<file path="config.mk">
export PLATFORM = sky130hd
export DESIGN_NAME = bin_to_bcd_seq
export DESIGN_NICKNAME = d
export VERILOG_FILES = /design/src/rtl/bin_to_bcd_seq.sv
export SDC_FILE = /design/constraint.sdc
export NUM_CORES = 1
export LEC_CHECK = 0
export ABC_AREA = 1
export ABC_CLOCK_PERIOD_IN_PS = 1800
export CAP_MARGIN = 20
export CORE_ASPECT_RATIO = 1.5
export CORE_UTILIZATION = 35
export DETAILED_ROUTE_END_ITERATION = 6
export SETUP_SLACK_MARGIN = 0.4
export SKIP_CTS_REPAIR_TIMING = 1
export SYNTH_ARGS = -nofsm -noshare
export SYNTH_HDL_FRONTEND = slang
export SYNTH_SLANG_ARGS = --single-unit
</file>
<file path="constraint.sdc">
create_clock -name clk -period 1.8 [get_ports clk]
set_input_delay 0.36 -clock clk [delete_from_list [all_inputs] [get_ports clk]]
set_output_delay 0.36 -clock clk [all_outputs]
set_load 0.005 [all_outputs]
</file>
<file path="src/rtl/bin_to_bcd_seq.sv">
// Sequential binary-to-BCD converter (shift-and-add-3), one input bit per clock.
// Holds the last result on bcd/overflow between conversions; start/done handshake.
module bin_to_bcd_seq #(
  parameter int BIN_WIDTH = 14,
  parameter int DIGITS    = 4,
  parameter int BLANK_LZ  = 0
) (
  input  logic                  clk,
  input  logic                  rst,
  input  logic                  start,
  input  logic [BIN_WIDTH-1:0]  bin,
  output logic                  busy,
  output logic                  done,
  output logic [4*DIGITS-1:0]   bcd,
  output logic                  overflow
);

  localparam int          BW      = 4 * DIGITS;
  localparam int          CW      = $clog2(BIN_WIDTH);
  localparam logic [31:0] MAX_VAL = 32'(10 ** DIGITS - 1);

  typedef enum logic {IDLE, SHIFT} state_t;

  state_t               state_q;
  logic [BIN_WIDTH-1:0] bin_q;
  logic [BW-1:0]        scr_q;
  logic [CW-1:0]        cnt_q;
  logic                 ovf_pend_q;

  logic [BW-1:0]        adj;
  logic [BW-1:0]        scr_d;
  logic [BW-1:0]        res_d;
  logic [BIN_WIDTH-1:0] bin_d;
  logic                 lead;

  always_comb begin
    adj = scr_q;
    for (int i = 0; i < DIGITS; i++) begin
      if (scr_q[4*i +: 4] >= 4'd5) adj[4*i +: 4] = scr_q[4*i +: 4] + 4'd3;
    end
    // Bits leaving the top digit are dropped; overflow substitution hides the loss.
    scr_d = {adj[BW-2:0], bin_q[BIN_WIDTH-1]};
    bin_d = {bin_q[BIN_WIDTH-2:0], 1'b0};

    res_d = scr_d;
    lead  = 1'b1;
    if (ovf_pend_q) begin
      res_d = '1;
    end else if (BLANK_LZ != 0) begin
      for (int i = DIGITS - 1; i >= 1; i--) begin
        if (lead && (scr_d[4*i +: 4] == 4'd0)) begin
          res_d[4*i +: 4] = 4'hF;
        end else begin
          lead = 1'b0;
        end
      end
    end
  end

  always_ff @(posedge clk) begin
    if (rst) begin
      state_q    <= IDLE;
      bin_q      <= '0;
      scr_q      <= '0;
      cnt_q      <= '0;
      ovf_pend_q <= 1'b0;
      busy       <= 1'b0;
      done       <= 1'b0;
      bcd        <= '0;
      overflow   <= 1'b0;
    end else begin
      done <= 1'b0;
      case (state_q)
        IDLE: begin
          if (start) begin
            bin_q      <= bin;
            scr_q      <= '0;
            cnt_q      <= '0;
            ovf_pend_q <= (32'(bin) > MAX_VAL);
            busy       <= 1'b1;
            state_q    <= SHIFT;
          end
        end
        SHIFT: begin
          scr_q <= scr_d;
          bin_q <= bin_d;
          cnt_q <= cnt_q + CW'(1);
          if (cnt_q == CW'(BIN_WIDTH - 1)) begin
            bcd      <= res_d;
            overflow <= ovf_pend_q;
            done     <= 1'b1;
            busy     <= 1'b0;
            state_q  <= IDLE;
          end
        end
        default: state_q <= IDLE;
      endcase
    end
  end

endmodule

</file>
* Word level (Yosys, flattened, before mapping)
Index checks and enable logic that the tools add are counted.
** Operators by class
- Eq/ne operators :: 3
- $add $sub $neg :: 5
- $lt $le $gt $ge :: 5
- Bitwise logic cells :: 1
- Reductions and logical operators :: 4
- Muxes and demuxes :: 18
** Operators by type and width (number)
- 16-bit two-way mux :: 2
- 16-bit case mux with 2 select lines :: 1
- 14-bit case mux with 2 select lines :: 1
- 4-bit by 3-bit greater-or-equal comparator with 1-bit output, second input constant :: 4
- 4-bit two-way mux :: 4
- 14-bit greater-than comparator, second input constant :: 1
- 14-bit two-way mux :: 1
- 4-bit by 2-bit adder with 4-bit output, second input constant :: 3
- 4-bit case mux with 2 select lines :: 1
- 2-bit AND reduction :: 3
- 1-bit two-way mux :: 5
- 4-bit by 1-bit adder with 4-bit output, second input constant :: 1
- 4-bit equality test, second input constant :: 1
- 1-bit case mux with 2 select lines :: 2
- 3-bit by 2-bit adder with 3-bit output, second input constant :: 1
- 3-bit two-way mux :: 1
- 2-bit by 1-bit inequality test with 1-bit output, second input constant :: 1
- 2-bit inequality test, second input constant :: 1
- 2-bit OR reduction :: 1
- 1-bit inverter :: 1
** Storage, ports and cells
- Register bits :: 55
- Output and inout port bits :: 19
- Word-level logic and storage cells :: 45
- Bits of input ports :: 17

* Longest topological paths before layout
Gate-level depths: netlist of run 1.
- Depth in word-level cells :: 3
- Depth in mapped cells :: 9
- Depth with buffers taken out :: 9

* Worst setup path before layout of run 1
No wires, ideal clock.
- Kind :: reg-to-reg
- Start :: reg cnt_q[0]
- End :: reg bcd[13]
- Data required time :: 1.692 ns
- Path slack :: 0.557 ns
- Library setup time :: 0.108 ns
- Data arrival time :: 1.135 ns
- Buffers on the path :: 1
- Clock period less this slack :: 1.243 ns
- Cell stages (with the launch flop) :: 9
- Path through :: dfxtp_1 > ha_1 > nand2_1 > nor2_4 > inv_2 > nor2_8 > buf_6 > a21o_1 > inv_1
** On the way
- Longest elaborated chain between the ends :: 2
** RTL lines
- start, declared :: line 27 : logic [CW-1:0] cnt_q;
- start signal, assigned :: line 87 : cnt_q <= cnt_q + CW'(1);
- 4-bit equality test :: line 88 : if (cnt_q == CW'(BIN_WIDTH - 1)) begin
- 2-bit AND reduction (no line)
- end signal, assigned :: line 89 : bcd <= res_d;
- end, declared :: line 14 : output logic [4*DIGITS-1:0] bcd,
Every way passes these cells.
A chain may end at the register's enable or synchronous reset.

* Worst setup path in the final report of run 1
- Start :: reg cnt_q[0]
- End :: reg bcd[14]
The elaborated chain is that of the path after synthesis.

==> results of run 1 <==
## metrics by stage
stage	instances	instance area, µm²	total power [mW]	setup slack, ns	util, %
after floorplan	361	2610	1.39	0.557	-
after global placement	488	3060	1.47	0.158	42.4
after detailed placement	488	3060	1.47	0.101	42.4
after CTS	496	3180	2.34	0.245	44.0
after global routing	501	3350	2.42	0.365	46.4
final	501	3350	2.31	0.469	46.4
## synthesized netlist by cell type, types with 7 or more instances
cell type | instances | area share, %
nor2_1 | 8 | 1.2
dfxtp_1 | 55 | 42
inv_1 | 46 | 6.6
clkbuf_1 | 7 | 1.0
nand3_1 | 29 | 5.6
nand4_1 | 12 | 2.9
a21oi_1 | 30 | 5.8
ha_1 | 10 | 4.8
o21ai_0 | 22 | 4.2
a21o_1 | 8 | 2.3
a22oi_1 | 8 | 2.3
nand2_1 | 104 | 15
## cells in the final DEF, fill, tap and decap left out, drive strengths merged
cell	count
inv	45
ha	10
buf	11
nand2	106
o22ai	1
nand3	29
dlymetal6s2s	19
clkinv	2
nand4	12
nor3	1
o21ai	24
a211oi	1
or2	2
clkinvlp	2
bufinv	1
nor2	12
dfxtp	55
a22oi	8
a21oi	30
a21o	8
clkdlybuf4s50	16
clkbuf	6
## cell families after synthesis
family / Yosys count / synth area share (%)
simple gates: 161 / 27.1
compound gates: 72 / 15.5
buf+inv: 63 / 10.4
flops: 55 / 42.2
fa+ha+maj: 10 / 4.80
## where the power goes
group | switching, mW | internal [mW]
sequential | 0.0235 | 1.24
clock | 0.403 | 0.451
combinational | 0.104 | 0.0847
## registers in the layout (all words and copies together), names as in the netlist
register / count
done: 1
state_q: 1
busy: 1
scr_q: 16
cnt_q: 4
ovf_pend_q: 1
bcd: 16
overflow: 1
bin_q: 14
## routing by layer
layer  vias up  part of all wire [%]  GRT usage, %
met3         7                   3.0          3.28
met4         0                   2.0          6.44
li1       1253                     -             -
met5         -                     0             0
met2        35                    53          29.8
met1      1067                    42          16.2
## final cells by class
cell class / instances / area [µm²]
Inverter: 47 / 185
Clock buffer: 6 / 82.6
Multi-Input combinational cell: 244 / 1290
Timing Repair Buffer: 46 / 497
Clock inverter: 2 / 35.0
Timing Repair inverter: 1 / 7.51
Tap cell: 100 / 125
Sequential cell: 55 / 1130
Fill cell: 749 / 3870
## worst register-to-register path: stages (launching register included)
cell	delay, ns
dfxtp_4	0.39
ha_4	0.15
nand2_4	0.05
nor2_4	0.16
clkinv_4	0.11
nor2_8	0.20
a21o_1	0.14
inv_1	0.04
## path summary, 6_finish.rpt
path / endpoint / start / slack, ns / cells after the start
worst max-delay path: bcd[14] / cnt_q[0] / 0.47 / 7
worst min-delay path: scr_q[9] / scr_q[9] / 0.47 / 2
worst max register to register: bcd[14] / cnt_q[0] / 0.47 / 7
worst min register to register: scr_q[9] / scr_q[9] / 0.47 / 2
==> run summary, run 1 <==
status -> finished clean
die width -> 72.5 µm
VDD IR max -> 0.000392 V
Avg Vias per Cell -> 4.71
Clock Path Buffers -> 2
I/O Buffers -> 35
Post-Syn Area per Cell -> 7.23 µm²
minimum clock period -> 1.33 ns
core area -> 0.00723 mm²
Final period util -> 74.0%
CTS buffer count -> 5
mapped cell area -> 0.00261 mm²
WP data required -> 2.02 ns
gr ovfl total -> 0
Die Y -> 108 µm
largest net degree at the start of global routing -> 27
Crit path largest cell delay -> 0.39 ns
Post-synth ARST share -> 0%
detailed placer's ending HPWL -> 3.98 mm
Slew Viols, Final -> 0
vias in the first global route -> 2,214
ANT nets after route -> 0
classification of the worst setup path -> register to register
DR DRC count -> 0
via count -> 2,362
maxcap violations -> 0
Mapped Cells -> 361
Crit-path slowest cell -> dfxtp_4
worst-margin pin slew -> 0.360 ns
initial DRC count -> 120
Pleak -> 1.83 nW
type of origin of the critical path -> register
Worst Skew -> 0.00757 ns
CP Max Fanout -> 8
DR WL/cell -> 11.6 µm
RSZ-0062 raised after global routing -> true
Critical path buffers and inverters -> 2
Yosys reg bits -> 55
CP arrival -> 1.55 ns
Hold Slack -> 0.468 ns
CTS tree -> done
CP top delay family -> simple AND/OR/NAND/NOR gates
share of layout cells above drive strength 1 -> 14.7%
# IOs -> 36
Post-synth top flop -> dfxtp_1
row count -> 38
slew margin rel. -> 76.0%
Clock Pin Slew Worst Setup and Hold Paths -> 0.09 ns
Clk Latency, worst-skew pair -> 0.31 ns
cell chain of the critical path -> ha_4 > nand2_4 > nor2_4 > clkinv_4 > nor2_8 > a21o_1 > inv_1
CP endpoint kind -> register
gpl congestion -> 0.787
post-synthesis net count -> 388
Pre-antenna DRT Iters -> 4
HP Class -> register to register
WL final -> 5.84 mm
Max Clk Rate -> 751 MHz
clock sink total -> 55
synth unique cells -> 26
final hold vios -> 0
die area -> 0.00781 mm²
Syn-to-layout area delta -> 28.5%
synthesis warning total -> 0
Pwr Density -> 688 mW/mm²
Setup violations, final -> 0
Nets -> 427
H-tree levels -> 2
antenna violations before repair -> 0
Root Buffer -> clkbuf_8
GRT Overall Usage -> 15.7%
sequential share of the synthesized area -> 42.2%
global-route wire length before repair -> 9.63 mm
ANT cells -> 0
total negative slack -> 0 ns
initial core utilization -> 36.1%
Post-synth EDFFs -> 0
Power figures use the tool's default switching activity.
==> inputs of run 2 (changes only) <==
--- a/config.mk
+++ b/config.mk
@@ -6,7 +6,7 @@
 export NUM_CORES = 1
 export LEC_CHECK = 0
 export ABC_AREA = 1
-export ABC_CLOCK_PERIOD_IN_PS = 1800
+export ABC_CLOCK_PERIOD_IN_PS = 1300
 export CAP_MARGIN = 20
 export CORE_ASPECT_RATIO = 1.5
 export CORE_UTILIZATION = 35
==> constraint.sdc (replaced) <==
create_clock -name clk -period 1.3 [get_ports clk]
set_input_delay 0.26 -clock clk [delete_from_list [all_inputs] [get_ports clk]]
set_output_delay 0.26 -clock clk [all_outputs]
set_load 0.005 [all_outputs]
==> run 2 against run 1 <==
Against the previous run: power rose by 36%; count of clock-buffer cells in the layout decreased by 1; clock skew down 0.00099 ns.
==> run summary, run 2 (synthesis results as in run 1) <==
Slew Viols, Final -> 0
Comb power frac -> 14.2%
slew margin rel. -> 73.0%
most frequent cells in the layout -> nand2_1, inv_1, dfxtp_1
detailed placer's ending HPWL -> 4.17 mm
reg2reg setup slack -> 0.04 ns
ANT nets after route -> 0
largest net degree at the start of global routing -> 25
share of layout cells above drive strength 1 -> 48.6%
Avg Vias per Cell -> 4.81
RSZ-0062 raised after global routing -> true
CP Max Fanout -> 6
initial core utilization -> 36.1%
type of origin of the critical path -> register
die area -> 0.00781 mm²
Fill cells -> 680
via count -> 2,548
VDD IR max -> 0.000434 V
Clock Power Share -> 29.8%
CTS buffer count -> 5
ANT cells -> 0
initial DRC count -> 94
placed cells -> 494
GRT Overall Usage -> 15.9%
die width -> 72.5 µm
row count -> 38
Die Y -> 108 µm
Clk Latency, worst-skew pair -> 0.31 ns
WL final -> 6.78 mm
global-route wire length before repair -> 9.80 mm
Finished Core Util -> 56.8%
HP Class -> input port to register
Flop pwr share -> 56.0%
CP arrival -> 1.45 ns
worst slack at placement -> -0.141 ns
gpl congestion -> 0.802
Setup violations, final -> 0
Syn-to-layout area delta -> 57.2%
clock sink total -> 55
Pre-antenna DRT Iters -> 4
Largest regs -> bcd (16), scr_q (16), bin_q (14)
Post-Layout Cell Count -> 530
CTS tree -> done
overall power -> 3.13 mW
Worst Skew -> 0.00658 ns
Final period util -> 97.2%
status -> finished clean
switching share of power -> 26.1%
DR WL/cell -> 12.8 µm
antenna violations before repair -> 0
worst-margin pin slew -> 0.405 ns
vias in the first global route -> 2,276
CP endpoint kind -> register
Clock Path Buffers -> 2
Nets -> 456
Root Buffer -> clkbuf_8
core area -> 0.00723 mm²
Pwr Density -> 762 mW/mm²
Psw -> 817 µW
gr ovfl total -> 0
I/O Buffers -> 35
DR DRC count -> 0
Internal -> 2.31 mW
WP data required -> 1.49 ns
leading cell type in the layout, fill and taps excluded -> nand2_1
total negative slack -> 0 ns
Pleak -> 2.04 nW
final hold vios -> 0
Max Clk Rate -> 791 MHz
final worst slack -> 0.0364 ns
# IOs -> 36
Clock Pin Slew Worst Setup and Hold Paths -> 0.10 ns
classification of the worst setup path -> register to register
maxcap violations -> 0
minimum clock period -> 1.26 ns
H-tree levels -> 2
==> run 2: cell count changes in the layout (fill, tap and decap cells not counted), moves of 14 or more <==
cell and delta:
nand2_1 -27, a21oi_1 -19, a21oi_2 +19, nand2_4 +19, o21ai_0 -18, clkbuf_2 +17
dlymetal6s2s_1 -16, inv_1 -14, nand3_1 -14, o21ai_1 +14
==> run 2: cell type report <==
cell class | count | area, µm² | share of cell area, %
Multi-Input combinational cell | 244 | 1810 | 44.1
Sequential cell | 55 | 1150 | 28.1
Timing Repair Buffer | 76 | 716 | 17.4
Inverter | 47 | 216 | 5.28
Tap cell | 100 | 125 | 3.05
Clock buffer | 5 | 68.8 | 1.68
Clock inverter | 3 | 15.0 | 0.366
==> run 2: power by group through the flow <==
stage / registers [mW] / logic, mW / clock network (mW)
after floorplan: 1.78 / 0.185 / 0
after global placement: 1.79 / 0.290 / 0
after detailed placement: 1.79 / 0.293 / 0
after CTS: 1.75 / 0.294 / 0.973
after global routing: 1.75 / 0.480 / 1.04
final: 1.75 / 0.444 / 0.933
==> run 2: path summary, 6_finish.rpt <==
check        depth (start not counted)      start   endpoint
max reg2reg                          7    state_q  bin_q[13]
min                                  5        rst   bin_q[7]
max                                  7    state_q  bin_q[13]
min reg2reg                          2  scr_q[15]  scr_q[15]
==> run 2: per-stage QoR <==
stage	hold slack, ns	cell area [µm²]
after CTS	0.467	3390
after global routing	0.428	4100
after global placement	0.452	3300
final	0.422	4100
after floorplan	0.322	2840
after detailed placement	0.452	3300
==> run 2: critical path, stage by stage (launching register included) <==
cell and delay [ns]:
dfxtp_4 0.38, buf_8 0.13, nor2_4 0.05, buf_12 0.14
buf_12 0.13, buf_6 0.11, a22oi_2 0.12, o22ai_1 0.08
==> run 2: per-layer routing <==
layer / global-route usage (%) / up-vias / wire [µm]
met5: 0 / - / 0
li1: - / 1312 / -
met1: 17.5 / 1172 / 2700
met4: 5.60 / 0 / 200
met2: 29.8 / 48 / 3700
met3: 2.62 / 16 / 179
==> inputs of run 3 (changes only) <==
--- a/config.mk
+++ b/config.mk
@@ -7,7 +7,7 @@
 export LEC_CHECK = 0
 export ABC_AREA = 1
 export ABC_CLOCK_PERIOD_IN_PS = 1300
-export CAP_MARGIN = 20
+export CAP_MARGIN = 15
 export CORE_ASPECT_RATIO = 1.5
 export CORE_UTILIZATION = 35
 export DETAILED_ROUTE_END_ITERATION = 6
==> results of run 3 <==
Same layout as run 2: the final DEF is identical, and so are final timing and power.
